**config.mk**
```make
export PLATFORM = sky130hd
export DESIGN_NAME = num_scroll_ctrl_flat
export DESIGN_NICKNAME = d
export VERILOG_FILES = /design/src/rtl/num_scroll_ctrl_pkg.sv /design/src/rtl/num_scroll_ctrl_if.sv /design/src/rtl/num_scroll_ctrl_row_compare.sv /design/src/rtl/num_scroll_ctrl.sv /design/src/flat_wrapper.sv
export SDC_FILE = /design/constraint.sdc
export NUM_CORES = 1
export LEC_CHECK = 0
export BUFFER_PORTS_ARGS = -buffer_cell sky130_fd_sc_hd__buf_2
export CELL_PAD_IN_SITES_DETAIL_PLACEMENT = 0
export CELL_PAD_IN_SITES_GLOBAL_PLACEMENT = 1
export CORE_AREA = 2 2 131 133
export DETAILED_ROUTE_END_ITERATION = 6
export DIE_AREA = 0 0 133 135
export PLACE_DENSITY_LB_ADDON = 0.1
export SLEW_MARGIN = 5
export SYNTH_ARGS = -nofsm -noshare
export SYNTH_HDL_FRONTEND = slang
export SYNTH_HIERARCHICAL = 1
export SYNTH_SLANG_ARGS = --single-unit
```
**constraint.sdc**
```tcl
create_clock -name i_clk -period 3.3 [get_ports i_clk]
set_clock_uncertainty 0.2 [all_clocks]
set_input_delay 0.66 -clock i_clk [delete_from_list [all_inputs] [get_ports i_clk]]
set_output_delay 0.66 -clock i_clk [all_outputs]
set_load 0.05 [all_outputs]
```
**src/rtl/num_scroll_ctrl_pkg.sv**
```systemverilog
// num_pkg: shared FSM states, row type and grid dimensions for the scroll sequencer.
package num_pkg;
    localparam int NUM_ROWS  = 4;
    localparam int NUM_COLS  = 6;
    localparam int EDIT_COLS = 5;
    typedef enum logic [2:0] {IDLE, CHECK, SCROLL, SHIFT, FILL} state_t;
    typedef logic [NUM_COLS-1:0][3:0] row_t;
endpackage

```
**src/rtl/num_scroll_ctrl_if.sv**
```systemverilog
// num_scroll_ctrl_if: edit/submit/next-row handshake and display outputs of num_scroll_ctrl.
interface num_scroll_ctrl_if #(parameter int SCORE_W = 8);
    logic               i_frame_tick;
    logic               i_edit_valid;
    logic [2:0]         i_edit_pos;
    logic [3:0]         i_edit_digit;
    logic               i_submit;
    logic [19:0]        i_expected;
    logic [23:0]        i_next_row;
    logic               i_next_valid;
    logic               o_next_ready;
    logic [95:0]        o_digit_showed;
    logic [1:0]         o_correctness;
    logic [10:0]        o_displacement;
    logic               o_busy;
    logic [SCORE_W-1:0] o_score;
    modport master (
        output i_frame_tick, i_edit_valid, i_edit_pos, i_edit_digit, i_submit, i_expected, i_next_row, i_next_valid,
        input  o_next_ready, o_digit_showed, o_correctness, o_displacement, o_busy, o_score
    );
    modport slave (
        input  i_frame_tick, i_edit_valid, i_edit_pos, i_edit_digit, i_submit, i_expected, i_next_row, i_next_valid,
        output o_next_ready, o_digit_showed, o_correctness, o_displacement, o_busy, o_score
    );
endinterface

```
**src/rtl/num_scroll_ctrl_row_compare.sv**
```systemverilog
// num_row_compare: combinational equality of the five editable digits of a row against an answer.
module num_row_compare
    import num_pkg::*;
(
    input  logic [EDIT_COLS-1:0][3:0] digits_i,
    input  logic [19:0]               expected_i,
    output logic                      match_o
);
    always_comb match_o = digits_i == expected_i;
endmodule

```
**src/rtl/num_scroll_ctrl.sv**
```systemverilog
// num_scroll_ctrl: digit grid editor, scorer and one-row scroll sequencer feeding display_nums.
// NUM_SCROLL_ANIM_EN: defined = animated scroll in STEP pixel increments; undefined = instant jump on a frame tick.
module num_scroll_ctrl
    import num_pkg::*;
#(
    parameter int ROW_PITCH = 150,
    parameter int STEP      = 5,
    parameter int SCORE_W   = 8
) (
    input logic               i_clk,
    input logic               i_rst_n,
    num_scroll_ctrl_if.slave  bus
);
`ifdef NUM_SCROLL_ANIM_EN
    localparam logic [10:0] TICK_PX = 11'(STEP);
`else
    // Instant jump: displacement never moves, the first tick alone ends the scroll.
    localparam logic [10:0] TICK_PX = 11'(STEP * 0);
`endif
    localparam logic [10:0] PITCH_PX = 11'(ROW_PITCH);

    state_t               state_q;
    row_t                 row_q [NUM_ROWS];
    logic [1:0]           corr_q;
    logic [10:0]          disp_q;
    logic [SCORE_W-1:0]   score_q;
    logic                 ready_q;
    logic                 busy_q;
    logic                 match;
    logic [10:0]          disp_nx;

    num_row_compare u_cmp (
        .digits_i   (row_q[1][NUM_COLS-1 -: EDIT_COLS]),
        .expected_i (bus.i_expected),
        .match_o    (match)
    );

    always_comb disp_nx = disp_q + TICK_PX;

    always_ff @(posedge i_clk or negedge i_rst_n) begin
        if (!i_rst_n) begin
            state_q <= IDLE;
            for (int r = 0; r < NUM_ROWS; r++) row_q[r] <= '0;
            corr_q  <= '0;
            disp_q  <= '0;
            score_q <= '0;
            ready_q <= 1'b0;
            busy_q  <= 1'b0;
        end else begin
            case (state_q)
                IDLE: begin
                    if (bus.i_submit) begin
                        state_q <= CHECK;
                        busy_q  <= 1'b1;
                    end else if (bus.i_edit_valid && bus.i_edit_pos < 3'(EDIT_COLS) && bus.i_edit_digit <= 4'd9) begin
                        row_q[1][3'(EDIT_COLS) - bus.i_edit_pos] <= bus.i_edit_digit;
                    end
                end
                CHECK: begin
                    corr_q[1] <= match;
                    if (match && !(&score_q)) score_q <= score_q + 1'b1;
                    state_q <= SCROLL;
                end
                SCROLL: begin
                    if (bus.i_frame_tick) begin
                        disp_q <= disp_nx;
                        if (disp_nx == PITCH_PX || TICK_PX == '0) state_q <= SHIFT;
                    end
                end
                SHIFT: begin
                    row_q[0] <= row_q[1];
                    row_q[1] <= row_q[2];
                    row_q[2] <= row_q[3];
                    row_q[3] <= '0;
                    corr_q   <= {1'b0, corr_q[1]};
                    disp_q   <= '0;
                    ready_q  <= 1'b1;
                    state_q  <= FILL;
                end
                FILL: begin
                    if (bus.i_next_valid && ready_q) begin
                        row_q[3] <= bus.i_next_row;
                        ready_q  <= 1'b0;
                        busy_q   <= 1'b0;
                        state_q  <= IDLE;
                    end
                end
                default: state_q <= IDLE;
            endcase
        end
    end

    assign bus.o_digit_showed = {row_q[0], row_q[1], row_q[2], row_q[3]};
    assign bus.o_correctness  = corr_q;
    assign bus.o_displacement = disp_q;
    assign bus.o_score        = score_q;
    assign bus.o_next_ready   = ready_q;
    assign bus.o_busy         = busy_q;
endmodule

```
**src/flat_wrapper.sv**
```systemverilog
// flat-port wrapper written by rule: the top's interface ports become plain ports
module num_scroll_ctrl_flat import num_pkg::*;
#(
    parameter int ROW_PITCH = 150,
    parameter int STEP      = 5,
    parameter int SCORE_W   = 8
)
  (i_clk, i_rst_n, bus_i_frame_tick, bus_i_edit_valid, bus_i_edit_pos, bus_i_edit_digit, bus_i_submit, bus_i_expected, bus_i_next_row, bus_i_next_valid, bus_o_next_ready, bus_o_digit_showed, bus_o_correctness, bus_o_displacement, bus_o_busy, bus_o_score);
  num_scroll_ctrl_if #(.SCORE_W(SCORE_W)) bus_i ();
  input logic i_clk;
  input logic i_rst_n;
  input wire logic [$bits(bus_i.i_frame_tick)-1:0] bus_i_frame_tick;
  input wire logic [$bits(bus_i.i_edit_valid)-1:0] bus_i_edit_valid;
  input wire logic [$bits(bus_i.i_edit_pos)-1:0] bus_i_edit_pos;
  input wire logic [$bits(bus_i.i_edit_digit)-1:0] bus_i_edit_digit;
  input wire logic [$bits(bus_i.i_submit)-1:0] bus_i_submit;
  input wire logic [$bits(bus_i.i_expected)-1:0] bus_i_expected;
  input wire logic [$bits(bus_i.i_next_row)-1:0] bus_i_next_row;
  input wire logic [$bits(bus_i.i_next_valid)-1:0] bus_i_next_valid;
  output wire logic [$bits(bus_i.o_next_ready)-1:0] bus_o_next_ready;
  output wire logic [$bits(bus_i.o_digit_showed)-1:0] bus_o_digit_showed;
  output wire logic [$bits(bus_i.o_correctness)-1:0] bus_o_correctness;
  output wire logic [$bits(bus_i.o_displacement)-1:0] bus_o_displacement;
  output wire logic [$bits(bus_i.o_busy)-1:0] bus_o_busy;
  output wire logic [$bits(bus_i.o_score)-1:0] bus_o_score;
  assign bus_i.i_frame_tick = bus_i_frame_tick;
  assign bus_i.i_edit_valid = bus_i_edit_valid;
  assign bus_i.i_edit_pos = bus_i_edit_pos;
  assign bus_i.i_edit_digit = bus_i_edit_digit;
  assign bus_i.i_submit = bus_i_submit;
  assign bus_i.i_expected = bus_i_expected;
  assign bus_i.i_next_row = bus_i_next_row;
  assign bus_i.i_next_valid = bus_i_next_valid;
  assign bus_o_next_ready = bus_i.o_next_ready;
  assign bus_o_digit_showed = bus_i.o_digit_showed;
  assign bus_o_correctness = bus_i.o_correctness;
  assign bus_o_displacement = bus_i.o_displacement;
  assign bus_o_busy = bus_i.o_busy;
  assign bus_o_score = bus_i.o_score;
  num_scroll_ctrl #(.ROW_PITCH(ROW_PITCH), .STEP(STEP), .SCORE_W(SCORE_W)) u_core (.i_clk(i_clk), .i_rst_n(i_rst_n), .bus(bus_i));
endmodule
```
==> results.cfg, run 1 <==
[global_routing]
grt_max_degree = 51
grt_pass1_vias = 3900
grt_antenna_before_repair = 1
overflow = 0
grt_pass1_wl_mm = 22.94
track_usage = 0.1660

[floorplan]
die_area_sq_mm = 0.01796
die_h_microns = 135
coreArea_sq_mm = 0.01641
initial_core_util = 0.2992
die_x_microns = 133
num_io_pins = 176
fp-row-count = 47

[drt]
drtPass1Iterations = 7
detail-route-antenna-nets = 0
routedWlPerCell_microns = 16.26
via_count = 4105
drc = 0
avgViaCountPerCell = 4.536
wl_mm = 14.72
drt_iter0_drc = 248

[cells_and_area]
syn_to_final_growth_pct = 27.40
final_cell_mix = nand2_1, buf_2, dfrtp_1
nets = 741
regArea_sq_mm = 0.002778
n_antenna_cell = 0
final_common_cell = nand2_1
drive_gt1_frac = 0.2920
finalNonFillerCells = 905
nFillCells = 1746
fin_util = 0.3811
multi_input_area_sq_mm = 0.001992

[setup_path]
startpoint_type = flip-flop
arrival_ns = 2.84
cp-end-kind = flip-flop
crit_type = reg2reg
required_ns = 3.38
cp_max_fo = 6

[logic_synthesis]
synthCells = 523
synthTopCellsByArea = dfrtp_1, nand2_1, xor2_1
synth_xor_area_frac = 0.04996
synth_adder_area_share = 0.002549
async_reset_ff_frac = 1.000
synth.avg_cell_area_sq_um = 9.385
synthSimpleGateAreaFrac = 0.2521
synth_seq_area_share = 0.5659
ys.flop_type = dfrtp_1
synth_top_area_frac = 0.5659
synth_area_sq_mm = 0.004908
ys_ff_latch = 111
synthMuxAreaShare = 0.004333
synth_compound_area_frac = 0.08386
ys_warn_count = 6
synth_top_cell_by_area = dfrtp_1
ys_types = 45
synth_top_family_by_area = simple AND/OR/NAND/NOR gates
synth-edff-count = 0

[placement]
port-buffer-count = 164
hpwl_mm = 10.79
place_ws_ns = 0.2154
routabilityCongestion = 0.7818
dp.cells = 892

[timing]
fmax_ghz = 0.3615
period_share = 0.8382
slew_viol_final = 0
hold_viol = 0
slew_headroom = 0.3861
rsz0062_at_grt = false
min_period_ns = 2.766
finalSetupViolCount = 0
setup_ws_ns = 0.5338
worst_slew_pin_slew_ns = 0.9208
tns_ns = 0

[power]
powerDensity_mw_per_mm2 = 1082
peakVddDrop_mv = 0.3830
finalPower_mw = 6.766
p_leak_nw = 3.480

[job]
max_cap_viol_count = 0

[outcome]
status = finished clean

[cts]
postCtsSetupBuffers = 0
clk_path_buf_depth = 2
clkSinkCount = 111
numCtsBuffers = 9
path_clk_slew_ns = 0.07
postCtsHoldBufs = 0
worstSkewPairLatency_ns = 0.35
h-tree-depth = 3
cts_resized = 0
root_buffer = clkbuf_16
cts_tree = built

[worst_hold_path]
worstHoldPathType = in2async
-- flip-flops by register name, summed over array words and instances (netlist names) --
register,count
u_core/bus.o_next_ready,1
u_core/state_q,3
u_core/bus.o_busy,1
u_core/bus.o_correctness,2
u_core/bus.o_score,8
u_core/bus.o_digit_showed,96
-- cells in the mapped netlist (4+ instances only) --
cell	n
a21o_1	5
a221o_1	14
a22o_1	4
buf_1	4
buf_2	9
buf_4	11
clkbuf_1	11
dfrtp_1	111
nand2_1	221
nand3_1	4
nor2_1	18
nor3_1	5
nor4_1	4
o21ai_0	30
xnor2_1	10
xor2_1	18
-- final cells by class --
cell class,instances,area share
clock buffers,12,0.04102
clock inverters,1,0.004802
inverters,1,0.0006002
multi-input cells,385,0.3185
flip-flops and latches,111,0.4442
well taps,220,0.04402
repair buffers,175,0.1469
-- cell families (layout without fill, tap and decap cells) --
kind of cell    Yosys count  in the layout
buf+inv                  37            189
fa+ha+maj                 1              1
compound gates           60             60
flops                   111            111
simple gates            283            283
mux                       2              2
other cells               1             11
xor+xnor                 28             28
-- per-layer routing --
metal / track usage / vias up / routed length, microns
met3: 0.02965 / 17 / 717
met1: 0.2398 / 1935 / 7089
met4: 0.05795 / 2 / 170
met2: 0.2507 / 128 / 6730
met5: 0 / - / 11
li1: - / 2023 / -
-- power breakdown --
part           internal, mW  total [mW]  leakage, nW  switching [mW]
Sequential             1.84        2.34         1.52           0.497
Combinational         0.750        3.33         1.82            2.58
Clock                 0.619        1.10        0.141           0.478
-- through the flow --
step	instance area [sq um]	hold slack, ns
after floorplan	4946	0.1644
after global placement	5967	0.2520
after detailed placement	5967	0.2601
after CTS	6254	0.1322
after global routing	6254	0.1424
final	6254	0.1042
-- critical path, cell delays in order, from the launching register on --
cell and delay (ns):
dfrtp_1 0.45, xor2_1 0.17, nor4_1 0.39, nand3_1 0.20, nor3_2 0.26, and4bb_2 0.29
o21ai_1 0.18, nor4_1 0.37, xor2_1 0.18
-- worst paths after layout --
kind                                                    start                            end  slack (ns)  cells past startpoint
worst min-delay path                                  i_rst_n          u_core/bus.o_score[6]        0.10                      1
worst max register to register  u_core/bus.o_digit_showed[71]          u_core/bus.o_score[7]        0.53                      8
worst max-delay path            u_core/bus.o_digit_showed[71]          u_core/bus.o_score[7]        0.53                      8
worst min register to register  u_core/bus.o_digit_showed[77]  u_core/bus.o_digit_showed[77]        0.27                      2
max in group asynchronous                             i_rst_n  u_core/bus.o_digit_showed[85]        2.07                      2
min in group i_clk              u_core/bus.o_digit_showed[77]  u_core/bus.o_digit_showed[77]        0.27                      2
No activity file was read; power rests on OpenSTA's default activity.
==> run 2: changes to the inputs <==
==> constraint.sdc (replaced) <==
create_clock -name i_clk -period 2.78 [get_ports i_clk]
set_clock_uncertainty 0.2 [all_clocks]
set_input_delay 0.556 -clock i_clk [delete_from_list [all_inputs] [get_ports i_clk]]
set_output_delay 0.556 -clock i_clk [all_outputs]
set_load 0.05 [all_outputs]
==> run 2 against run 1 <==
  * Critical path depth is the same
  * Critical path type unchanged
  * Cell count grew 1.7%
  * Sequential share of layout area shrank 0.84 points
  * Fmax grew 2.3%
  * Critical endpoint unchanged
  * Core utilization grew 0.73 points
==> results.cfg, run 2 (synthesis gave the netlist of run 1 again) <==
[cts]
clk_path_buf_depth = 2
root_buffer = clkbuf_16
worstSkewPairLatency_ns = 0.35
cts_tree = built
path_clk_slew_ns = 0.07
postCtsSetupBuffers = 0
clkSinkCount = 111
numCtsBuffers = 9
postCtsHoldBufs = 1
h-tree-depth = 3
cts_resized = 0

[global_routing]
grt_pass1_vias = 4072
overflow = 0
met1_usage = 0.2366
track_usage = 0.1666
grt_pass1_wl_mm = 23.23
grt_max_degree = 52
use_met3 = 0.02965
grt_antenna_before_repair = 1
grtUsageMet2 = 0.2594
gr-max-usage-layer = met2

[setup_path]
arrival_ns = 2.78
required_ns = 2.85
critical_path.top_delay_family = simple AND/OR/NAND/NOR gates
reg2reg_depth = 8
critical_path_depth = 8
startpoint_type = flip-flop
crit_buf_inv = 0
cp-end-kind = flip-flop
crit_type = reg2reg
worstPathCellList = xor2_1, nor4_1, nand3_1, nor3_2, and4bb_2, o21ai_1, nor4_1, xor2_1
max_stage_delay_ns = 0.45
critical-path-slowest-cell = dfrtp_1
cp_max_fo = 4

[cells_and_area]
drive_gt1_frac = 0.3062
nets = 752
nFillCells = 1732
final_cell_mix = nand2_1, buf_2, dfrtp_1
syn_to_final_growth_pct = 29.85
final_common_cell = nand2_1
largest_reg_flops = 96
finalNonFillerCells = 920

[timing]
slew_headroom = 0.5692
rsz0062_at_grt = false
finalSetupViolCount = 0
min_period_ns = 2.703
worst_slew_pin_slew_ns = 0.6456
fmax_ghz = 0.3700
period_share = 0.9723
hold_viol = 0
slew_viol_final = 0
tns_ns = 0

[drt]
routedWlPerCell_microns = 16.14
avgViaCountPerCell = 4.522
drc = 0
via_count = 4160
wl_mm = 14.85
detail-route-antenna-nets = 0
drt_iter0_drc = 305
drtPass1Iterations = 4

[placement]
hpwl_mm = 11.01
port-buffer-count = 164
routabilityCongestion = 0.7801
dp.cells = 902

[outcome]
status = finished clean

[floorplan]
fp-row-count = 47
initial_core_util = 0.2992
die_x_microns = 133
die_area_sq_mm = 0.01796
num_io_pins = 176
coreArea_sq_mm = 0.01641
die_h_microns = 135

[power]
peakVddDrop_mv = 0.4564
p_leak_nw = 3.554
powerDensity_mw_per_mm2 = 1285

[job]
max_cap_viol_count = 0

[worst_hold_path]
worstHoldPathType = in2reg
hold_path_depth = 3
-- run 2: metrics by stage --
stage               total power, mW  worst slack, ns  hold WS (ns)  area, sq um    util
floorplan                     5.629           0.3371       0.06041         4946       -
global placement              6.862          -0.1062        0.2523         6042  0.3683
detailed placement            6.884          -0.1554        0.2571         6042  0.3683
CTS                           8.289          0.06853        0.2283         6371  0.3883
global route                  8.656         0.002007        0.2389         6371  0.3883
finish                        8.187          0.07705        0.2403         6374  0.3885
-- run 2: where the power goes --
part / internal, mW / switching [mW] / total, mW / leakage (nW)
clock: 0.776 / 0.600 / 1.38 / 0.159
combinational: 0.960 / 3.11 / 4.07 / 1.88
sequential: 2.18 / 0.553 / 2.74 / 1.52
total: 3.92 / 4.27 / 8.19 / 3.55
-- run 2: tightest hold or removal path: cells and delay by family --
family                 cells  cell delay (ns)
and+or+nand+nor            1             0.04
AOI/OAI and AO/OA          1             0.06
buffers and inverters      1             0.09
-- run 2: cell type report --
| class | count | area [sq um] | share of cell area |
|---|---|---|---|
| clock buffer | 12 | 266.5 | 0.04181 |
| clock inverter | 4 | 52.55 | 0.008245 |
| inverter | 1 | 3.754 | 0.0005889 |
| multi-input combinational | 385 | 1992 | 0.3125 |
| timing repair buffer | 186 | 1003 | 0.1574 |
| tap | 220 | 275.3 | 0.04319 |
| antenna | 1 | 2.502 | 0.0003926 |
| sequential | 111 | 2778 | 0.4358 |
-- run 2: worst paths after layout --
check                                         startpoint                             to  slack, ns
max in group asynchronous                        i_rst_n   u_core/bus.o_digit_showed[7]       1.11
setup / recovery           u_core/bus.o_digit_showed[55]          u_core/bus.o_score[7]       0.08
setup reg to reg           u_core/bus.o_digit_showed[55]          u_core/bus.o_score[7]       0.08
hold / removal                         bus_i_next_row[9]   u_core/bus.o_digit_showed[9]       0.24
hold reg to reg            u_core/bus.o_digit_showed[77]  u_core/bus.o_digit_showed[77]       0.27
min in group asynchronous                        i_rst_n    u_core/bus.o_correctness[1]       0.50
-- run 2: routing by layer --
layer,wire length [microns],vias up
met5,13,-
li1,-,2050
met1,7114,1965
met4,252,2
met2,6832,124
met3,633,19
